## config.mk

```make
export PLATFORM = sky130hd
export DESIGN_NAME = i2c_slave_edid_responder
export DESIGN_NICKNAME = d
export VERILOG_FILES = /design/src/rtl/i2c_slave_edid_responder.sv
export SDC_FILE = /design/constraint.sdc
export NUM_CORES = 1
export LEC_CHECK = 0
export ABC_AREA = 1
export BUFFER_PORTS_ARGS = -buffer_cell sky130_fd_sc_hd__buf_4
export CORE_MARGIN = 2
export CORE_UTILIZATION = 40
export CTS_CLUSTER_SIZE = 24
export DETAILED_ROUTE_END_ITERATION = 7
export PLACE_DENSITY = 0.58
export SKIP_LAST_GASP = 1
export SYNTH_ARGS = -nofsm -noshare
export SYNTH_HDL_FRONTEND = slang
export SYNTH_SLANG_ARGS = --single-unit
```

## constraint.sdc

```tcl
create_clock -name clk -period 4.7 [get_ports clk]
set_input_delay 0.94 -clock clk [delete_from_list [all_inputs] [get_ports clk]]
set_output_delay 0.94 -clock clk [all_outputs]
set_load 0.02 [all_outputs]
```

## src/rtl/i2c_slave_edid_responder.sv

```systemverilog
// I2C slave that matches one device address, takes a word-address pointer and write bytes,
// and streams sequential reads from an external 256-byte memory with 1-clk read latency.
module i2c_slave_edid_responder #(
    parameter logic [6:0] SLAVE_ADDR = 7'h50,
    parameter int         FILTER_LEN = 3
) (
    input  logic       clk,
    input  logic       rst,
    input  logic       i2c_sclk_IN,
    input  logic       i2c_sdat_IN,
    output logic       i2c_sdat_OUT,
    output logic       i2c_sdat_OE,
    output logic       mem_rd_en,
    output logic [7:0] mem_addr,
    input  logic [7:0] mem_rdata,
    output logic       mem_wr_en,
    output logic [7:0] mem_wdata,
    output logic       busy
);

    localparam logic [3:0] CNT_MAX = 4'(FILTER_LEN - 1);

    typedef enum logic [3:0] {
        IDLE,
        DEV_ADDR,
        DEV_ACK,
        WORD_ADDR,
        WORD_ACK,
        WR_DATA,
        WR_ACK,
        RD_DATA,
        RD_ACK
    } state_t;

    // Bit 0 carries SCL, bit 1 carries SDA through identical sync/filter paths.
    logic [1:0] pad_in;
    logic [1:0] filt;
    logic [1:0] filt_prev_reg;

    assign pad_in = {i2c_sdat_IN, i2c_sclk_IN};

    genvar gi;
    generate
        for (gi = 0; gi < 2; gi++) begin : g_line
            logic       sync1_reg;
            logic       sync2_reg;
            logic       filt_reg;
            logic [3:0] cnt_reg;

            // Reset to the idle-high bus level so leaving reset never fakes an edge.
            always_ff @(posedge clk) begin
                if (rst) begin
                    sync1_reg <= 1'b1;
                    sync2_reg <= 1'b1;
                    filt_reg  <= 1'b1;
                    cnt_reg   <= 4'd0;
                end else begin
                    sync1_reg <= pad_in[gi];
                    sync2_reg <= sync1_reg;
                    if (sync2_reg != filt_reg) begin
                        if (cnt_reg == CNT_MAX) begin
                            filt_reg <= sync2_reg;
                            cnt_reg  <= 4'd0;
                        end else begin
                            cnt_reg <= cnt_reg + 4'd1;
                        end
                    end else begin
                        cnt_reg <= 4'd0;
                    end
                end
            end

            assign filt[gi] = filt_reg;
        end
    endgenerate

    always_ff @(posedge clk) begin
        if (rst) begin
            filt_prev_reg <= 2'b11;
        end else begin
            filt_prev_reg <= filt;
        end
    end

    logic scl, sda, scl_prev, sda_prev;
    logic scl_rise, scl_fall, start_det, stop_det;

    assign scl       = filt[0];
    assign sda       = filt[1];
    assign scl_prev  = filt_prev_reg[0];
    assign sda_prev  = filt_prev_reg[1];
    assign scl_rise  = scl & ~scl_prev;
    assign scl_fall  = ~scl & scl_prev;
    assign start_det = scl & scl_prev & sda_prev & ~sda;
    assign stop_det  = scl & scl_prev & ~sda_prev & sda;

    state_t     state_reg, state_next;
    logic [2:0] cnt_reg, cnt_next;
    logic [7:0] shift_reg, shift_next;
    logic       rw_reg, rw_next;
    logic       oe_reg, oe_next;
    logic [7:0] ptr_reg, ptr_next;
    logic       rd_en_reg, rd_en_next;
    logic       rd_pend_reg, rd_pend_next;
    logic       rd_req_reg, rd_req_next;
    logic       ptr_inc_reg, ptr_inc_next;
    logic       wr_en_reg, wr_en_next;
    logic [7:0] wdata_reg, wdata_next;
    logic       busy_reg, busy_next;

    always_ff @(posedge clk) begin
        if (rst) begin
            state_reg   <= IDLE;
            cnt_reg     <= 3'd0;
            shift_reg   <= 8'd0;
            rw_reg      <= 1'b0;
            oe_reg      <= 1'b0;
            ptr_reg     <= 8'd0;
            rd_en_reg   <= 1'b0;
            rd_pend_reg <= 1'b0;
            rd_req_reg  <= 1'b0;
            ptr_inc_reg <= 1'b0;
            wr_en_reg   <= 1'b0;
            wdata_reg   <= 8'd0;
            busy_reg    <= 1'b0;
        end else begin
            state_reg   <= state_next;
            cnt_reg     <= cnt_next;
            shift_reg   <= shift_next;
            rw_reg      <= rw_next;
            oe_reg      <= oe_next;
            ptr_reg     <= ptr_next;
            rd_en_reg   <= rd_en_next;
            rd_pend_reg <= rd_pend_next;
            rd_req_reg  <= rd_req_next;
            ptr_inc_reg <= ptr_inc_next;
            wr_en_reg   <= wr_en_next;
            wdata_reg   <= wdata_next;
            busy_reg    <= busy_next;
        end
    end

    always_comb begin
        state_next   = state_reg;
        cnt_next     = cnt_reg;
        shift_next   = shift_reg;
        rw_next      = rw_reg;
        oe_next      = oe_reg;
        ptr_next     = ptr_reg;
        rd_en_next   = rd_req_reg;
        rd_pend_next = rd_en_reg;
        rd_req_next  = 1'b0;
        ptr_inc_next = 1'b0;
        wr_en_next   = 1'b0;
        wdata_next   = wdata_reg;
        busy_next    = busy_reg;

        // Read data lands one clk after the strobe; pointer steps one clk after a write or read ACK.
        if (rd_pend_reg) shift_next = mem_rdata;
        if (wr_en_reg || ptr_inc_reg) ptr_next = ptr_reg + 8'd1;

        case (state_reg)
            IDLE: ;
            DEV_ADDR: begin
                if (scl_rise) begin
                    shift_next = {shift_reg[6:0], sda};
                    cnt_next   = cnt_reg + 3'd1;
                    if (cnt_reg == 3'd7) begin
                        if (shift_reg[6:0] == SLAVE_ADDR) begin
                            state_next = DEV_ACK;
                            rw_next    = sda;
                            rd_en_next = sda;
                        end else begin
                            state_next = IDLE;
                        end
                    end
                end
            end
            // In the ACK states the first fall asserts OE and the second one ends the ACK slot.
            DEV_ACK: begin
                if (scl_fall) begin
                    if (!oe_reg) begin
                        oe_next = 1'b1;
                    end else if (rw_reg) begin
                        state_next = RD_DATA;
                        oe_next    = ~shift_reg[7];
                        cnt_next   = 3'd0;
                    end else begin
                        state_next = WORD_ADDR;
                        oe_next    = 1'b0;
                        cnt_next   = 3'd0;
                    end
                end
            end
            WORD_ADDR: begin
                if (scl_rise) begin
                    shift_next = {shift_reg[6:0], sda};
                    cnt_next   = cnt_reg + 3'd1;
                    if (cnt_reg == 3'd7) state_next = WORD_ACK;
                end
            end
            WORD_ACK: begin
                if (scl_fall) begin
                    if (!oe_reg) begin
                        oe_next = 1'b1;
                    end else begin
                        oe_next    = 1'b0;
                        ptr_next   = shift_reg;
                        state_next = WR_DATA;
                        cnt_next   = 3'd0;
                    end
                end
            end
            WR_DATA: begin
                if (scl_rise) begin
                    shift_next = {shift_reg[6:0], sda};
                    cnt_next   = cnt_reg + 3'd1;
                    if (cnt_reg == 3'd7) begin
                        state_next = WR_ACK;
                        wr_en_next = 1'b1;
                        wdata_next = {shift_reg[6:0], sda};
                    end
                end
            end
            WR_ACK: begin
                if (scl_fall) begin
                    if (!oe_reg) begin
                        oe_next = 1'b1;
                    end else begin
                        oe_next    = 1'b0;
                        state_next = WR_DATA;
                        cnt_next   = 3'd0;
                    end
                end
            end
            RD_DATA: begin
                if (scl_fall) begin
                    if (cnt_reg == 3'd7) begin
                        oe_next    = 1'b0;
                        state_next = RD_ACK;
                        cnt_next   = 3'd0;
                    end else begin
                        oe_next    = ~shift_reg[6];
                        shift_next = {shift_reg[6:0], 1'b0};
                        cnt_next   = cnt_reg + 3'd1;
                    end
                end
            end
            // cnt_reg==1 marks that the master ACKed and the next byte is being fetched.
            RD_ACK: begin
                if (scl_rise && cnt_reg == 3'd0) begin
                    if (!sda) begin
                        ptr_inc_next = 1'b1;
                        rd_req_next  = 1'b1;
                        cnt_next     = 3'd1;
                    end else begin
                        state_next = IDLE;
                        oe_next    = 1'b0;
                    end
                end else if (scl_fall && cnt_reg == 3'd1) begin
                    state_next = RD_DATA;
                    oe_next    = ~shift_reg[7];
                    cnt_next   = 3'd0;
                end
            end
            default: state_next = IDLE;
        endcase

        if (start_det) begin
            state_next = DEV_ADDR;
            cnt_next   = 3'd0;
            oe_next    = 1'b0;
            busy_next  = 1'b1;
        end
        if (stop_det) begin
            state_next = IDLE;
            oe_next    = 1'b0;
            busy_next  = 1'b0;
        end
    end

    assign i2c_sdat_OUT = 1'b0;
    assign i2c_sdat_OE  = oe_reg;
    assign mem_rd_en    = rd_en_reg;
    assign mem_addr     = ptr_reg;
    assign mem_wr_en    = wr_en_reg;
    assign mem_wdata    = wdata_reg;
    assign busy         = busy_reg;

endmodule

```

[Yosys cells after proc, flatten, opt, wreduce, memory -nomap -nowiden]
Index checks and enable logic that the tools add are counted.
Cells by class
  bitwise gates (word level): 20
  magnitude comparators: 0
  multipliers: 0
  eq/ne operators: 48
  divide/modulo/power cells: 0
  muxes and demuxes: 54
  add/sub/neg operators: 4
  reduce and logical (&&, ||, !) cells: 25
  shift-type cells: 0
Operators with widths (number)
  $mux W8: 8
  $mux W4: 15
  $ne A3 B3 Y1 const B: 13
  $pmux W4 S8: 1
  $reduce_and A15 Y1: 2
  $mux W3: 9
  $ne A2 B2 Y1 const B: 11
  $reduce_or A3 Y1: 7
  $mux W1: 17
  $eq A4 B2 Y1 const B: 4
  $eq A4 B3 Y1 const B: 4
  $pmux W8 S2: 1
  $not A1 Y1: 13
  $pmux W3 S4: 1
  $ne A2 B1 Y1 const B: 5
  $add A4 B1 Y4 const B: 2
  $add A8 B1 Y8 const B: 1
  $ne A4 B4 Y1 const B: 2
  $reduce_bool A4 Y1: 2
  $and A1 B1 Y1: 7
  $eq A7 B7 Y1 const B: 1
  $reduce_and A7 Y1: 1
  $ne A3 B1 Y1 const B: 2
  $reduce_and A6 Y1: 1
  16 further kinds: 21
Storage, ports and cells
  bits in read-only memories: 0
  memories kept: 0
  bits in registers: 54
  output and inout bits: 21
  bits in writable memories: 0
  logic and storage cells: 173
  input bits: 12
  latch bits: 0

[Depth between registers and ports, before layout]
  depth after elaboration: 7
  depth in mapped cells: 12
  mapped depth without buffers: 12

[Worst setup path before layout]
OpenSTA, ideal clock, no wires.
  path type: in2reg
  start: in rst
  end: reg state_reg[3]
  stages: 6
  setup slack: 3011 ps
  setup time: 70 ps
  buffers on the path: 1
  arrival time: 1619 ps
  required time: 4630 ps
  cell sequence: clkbuf_1 nor2_1 inv_1 nor2_1 o21ai_1 a21oi_1
On the way
  longest elaborated chain between the ends: 1
RTL lines
  from (decl): RTL line 8  | input logic rst,
  $reduce_or A3 Y1 (no line)
  to (signal assigned): RTL line 127  | state_reg <= state_next;
  to (decl): RTL line 97  | state_t state_reg, state_next;
No other way between the ends.
A chain may end at the register's enable or synchronous reset.

[Worst setup path in the final report]
  start: reg cnt_reg[0]
  end: reg wdata_reg[7], in the netlist mem_wdata[7]
On the way
  longest elaborated chain between the ends: 2
RTL lines
  from (decl): RTL line 98  | logic [2:0] cnt_reg, cnt_next;
  from (signal assigned): RTL line 128  | cnt_reg <= cnt_next;
  $eq A3 B3 Y1: RTL line 218  | if (cnt_reg == 3'd7) begin
  $reduce_and A3 Y1 (no line)
  to (signal assigned): RTL line 138  | wdata_reg <= wdata_next;
  to (decl): RTL line 108  | logic [7:0] wdata_reg, wdata_next;
No other way between the ends.

==> flow_results.org <==
** Timing
- Unrepaired setup endpoints after global routing :: no
- After layout, the worst path uses 39.4% of the clock period.
- In this run the tightest slew margin relative to its limit is 57.8%.
- Final setup violation count :: 0
- Layout Skew :: 0.00382 ns
- Clock period minus worst slack :: 1.85 ns
- The final number of max-transition violations was 0.
- Derived from the worst setup path, the maximum achievable clock frequency is 540 MHz.
- Setup TNS :: 0 ns
- Setup slack on the critical path of the routed design comes to 2.85 ns.
- Least-Margin Pin Slew :: 0.633 ns
- Worst hold-check slack :: 0.435 ns
- Hold Violations, Final :: 0

** Clock network
- The number of hold buffers added after CTS was 0.
- The longest clock path from root to sink contains 2 buffers.
- CTS placed an instance of clkbuf_8 at the clock tree root.
- The clock net in this run drives a total of 54 sinks.
- At the later pin of the worst-skew pair, clock insertion delay measures 0.30 ns.
- TritonCTS built the clock tree.
- The H-tree was split into 2 levels.
- Clock-pin slew was measured on the worst setup and hold paths at 0.09 ns.
- CTS buffer count :: 5
- Post-CTS repair changed the size of 0 cells.
- Buffers added to address setup during post-CTS repair amount to 0.

** Worst setup path
- Critical Path End Type :: flip-flop
- Startpoint of the lowest-slack register-to-register path :: cnt_reg[0]
- The worst setup path is launched from a flip-flop.
- Dominant delay contributor by cell family on the critical path :: simple AND/OR/NAND/NOR gates
- The largest single stage delay on the critical path is 0.54 ns.
- The endpoint identified for the worst register-to-register timing path is mem_wdata[7].
- Total stage count of the critical path :: 7
- Critical path endpoint :: mem_wdata[7]
- The slowest stage of the critical path is the nor3_4 cell.
- The critical path in this run is classified as flip-flop to flip-flop.
- Along the worst path, the maximum fanout reaches 16.
- WP buf/inv :: 2
- Data required time at the worst endpoint :: 4.90 ns
- Data on the critical path arrives at its endpoint at 2.05 ns.
- Setup slack, reg-to-reg :: 2.85 ns
- Traced cell by cell, the critical path runs through ha_1 -> ha_1 -> inv_1 -> nor3_4 -> inv_1 -> nor2_1 -> nor2_1.
- Worst r2r path cells :: 7
- Start point of the critical path :: cnt_reg[0]

** Floorplan
- Starting density of the core :: 41.8%
- Area of the placeable core :: 6420 um^2
- Die Span Y :: 86.0 um
- 33 I/O pins were placed.
- Die area :: 7390 um^2
- Overall die width :: 86.0 um
- The floorplan has 29 rows.

** Synthesis
- Leading cell types by total area after synthesis :: dfxtp_1 40%, nand2_1 11%, nor2_1 6.8%
- Leading register cell type out of synthesis :: dfxtp_1
- Area of the mapped netlist :: 2690 um^2
- The top cell type by area accounts for 40.2% of the synthesized area.
- Yosys instantiated no cell more often than nand2_1.
- The share of the Yosys chip area taken by registers is 40.2%.
- Counting every net in the synthesized netlist gives 396.
- Dominant cell type by area after synthesis :: dfxtp_1
- Seq cells post-synth :: 54
- For this run, the number of Yosys warnings is 0.
- Synthesized area per cell :: 7.16 um^2
- Leading cell types by count after synthesis :: 81 x nand2_1, 54 x dfxtp_1, 49 x nor2_1, 42 x inv_1
- Number of synthesized flops with an enable pin :: 0
- Gate count of the mapped netlist :: 375
- Cell variety after synth :: 34
- FFs w/ async S/R, synth :: 0%

** Placed design
- At the placement stage, the worst setup path has a slack of 2.59 ns.
- Detailed placement finished with a half-perimeter wire length of 4430 um.
- In this run, placement finished with an instance count of 472.
- Port buffering added 31 buffers.
- Placed cell areas :: 2950 um^2
- The congestion estimate from routability-driven global placement came to 0.939.

** GRT
- Entering global routing, the biggest net connects 22 pins.
- Number of antenna violations at the first check in global routing :: 0
- Global routing consumed, over all layers together, 17.3% of the routing resources.
- Overflow left after global routing :: 0
- The first global-routing pass estimated 10200 um of wire.
- Vias in the first global route :: 2233

** Route
- After detailed routing, the number of vias per cell comes to 5.02.
- The count of nets left with antenna violations once routing finished came out at 0.
- Detailed-router iteration count before antenna repair :: 4
- Iter 0 DRT Violations :: 136
- Final routed wire length divided by cell count :: 12.5 um
- DRC :: 0
- Via count :: 2408
- For this block, the routed nets add up to 6000 um of wire.

** Power
- Leak pwr :: 1.38 nW
- IR analysis of the VDD net gives a maximum drop of 253 uV.
- Power spread over the standard cell area amounts to 422 nW/um^2.
- Total Power :: 1.29 mW

** Final layout
- Fraction of the core area covered by cells at the end of the flow :: 47.6%
- Layout filler cell count :: 676
- Net count of the finished layout :: 423
- The repair_antennas step left the layout with diodes totalling 0.
- Excluding fillers, the count of instances in the completed layout stands at 480.
- Design Area, Final :: 3060 um^2
- Compared with the post-synthesis result, the final layout area differs by 13.9%.
- Of the cells placed in the final design, the portion with a size suffix greater than 1 is 15.1%.

** Run
- Max-cap violation count :: 0

** Status
- Status :: finished, final reports clean

** Min path
- Tightest Hold Check Type :: flip-flop to flip-flop
[metal layers]
metal | global-route usage [%] | routed length (um) | vias to the layer above
met5 | 0 | 0 | -
met4 | 5.34 | 87 | 0
met3 | 3.18 | 264 | 8
met2 | 27.2 | 2650 | 60
met1 | 24.0 | 3000 | 1087
li1 | - | - | 1253
[power breakdown]
| group | internal, mW | switching [mW] |
|---|---|---|
| Clock | 0.157 | 0.148 |
| Sequential | 0.489 | 0.0465 |
| Combinational | 0.156 | 0.295 |
| Total | 0.802 | 0.489 |
[cells by family (layout without fill, tap and decap cells)]
family,count (synthesis),after routing,share of synthesized area (%)
adders and majority gates,9,9,4.19
xor gates and xnor gates,11,11,3.59
other,1,1,0.140
and+or+nand+nor,180,180,30.0
buffers and inverters,57,85,8.85
DFF,54,54,40.2
AOI/OAI and AO/OA,63,63,12.9
[worst reg2reg max path, cell delays in order, from the launching register on]
cell     delay, ns
dfxtp_1       0.42
ha_1          0.18
ha_1          0.16
inv_1         0.11
nor3_4        0.54
inv_1         0.12
nor2_1        0.16
nor2_1        0.07
[final cells by class]
class	count	area (um^2)	share of cell area, %
Inverter	46	173	5.64
Timing Repair Buffer	31	233	7.61
Tap cell	77	96.3	3.15
Clock inverter	3	40.0	1.31
Clock buffer	5	68.8	2.25
Multi-Input combinational cell	264	1370	44.7
Sequential cell	54	1080	35.3
[worst min path at each step]
stage	slack (ns)	startpoint	end	depth (start not counted)
2_1_floorplan	0.39	g_line[0].sync1_reg	g_line[0].sync2_reg	1
3_3_place_gp	0.41	g_line[0].sync1_reg	g_line[0].sync2_reg	1
3_5_place_dp	0.39	g_line[0].sync1_reg	g_line[0].sync2_reg	1
4_1_cts	0.44	g_line[1].sync1_reg	g_line[1].sync2_reg	1
5_1_grt	0.47	g_line[1].sync1_reg	g_line[1].sync2_reg	1
6_report	0.44	g_line[0].sync1_reg	g_line[0].sync2_reg	1
[cell usage in the layout (no fill, tap or decap), drive strengths merged]
master,instances
xnor2,3
nor3,6
nand3b,2
ha,9
a311oi,1
o21bai,1
clkinv,2
nand2,82
bufinv,1
buf,31
o221ai,2
o21ai,29
a21boi,1
inv,46
a21oi,22
nand3,28
dfxtp,54
o22ai,1
nor2,56
nand4,2
conb,1
a22oi,1
xor2,8
clkbuf,5
or2,4
o211ai,5
No activity file was read; power rests on OpenSTA's default activity.
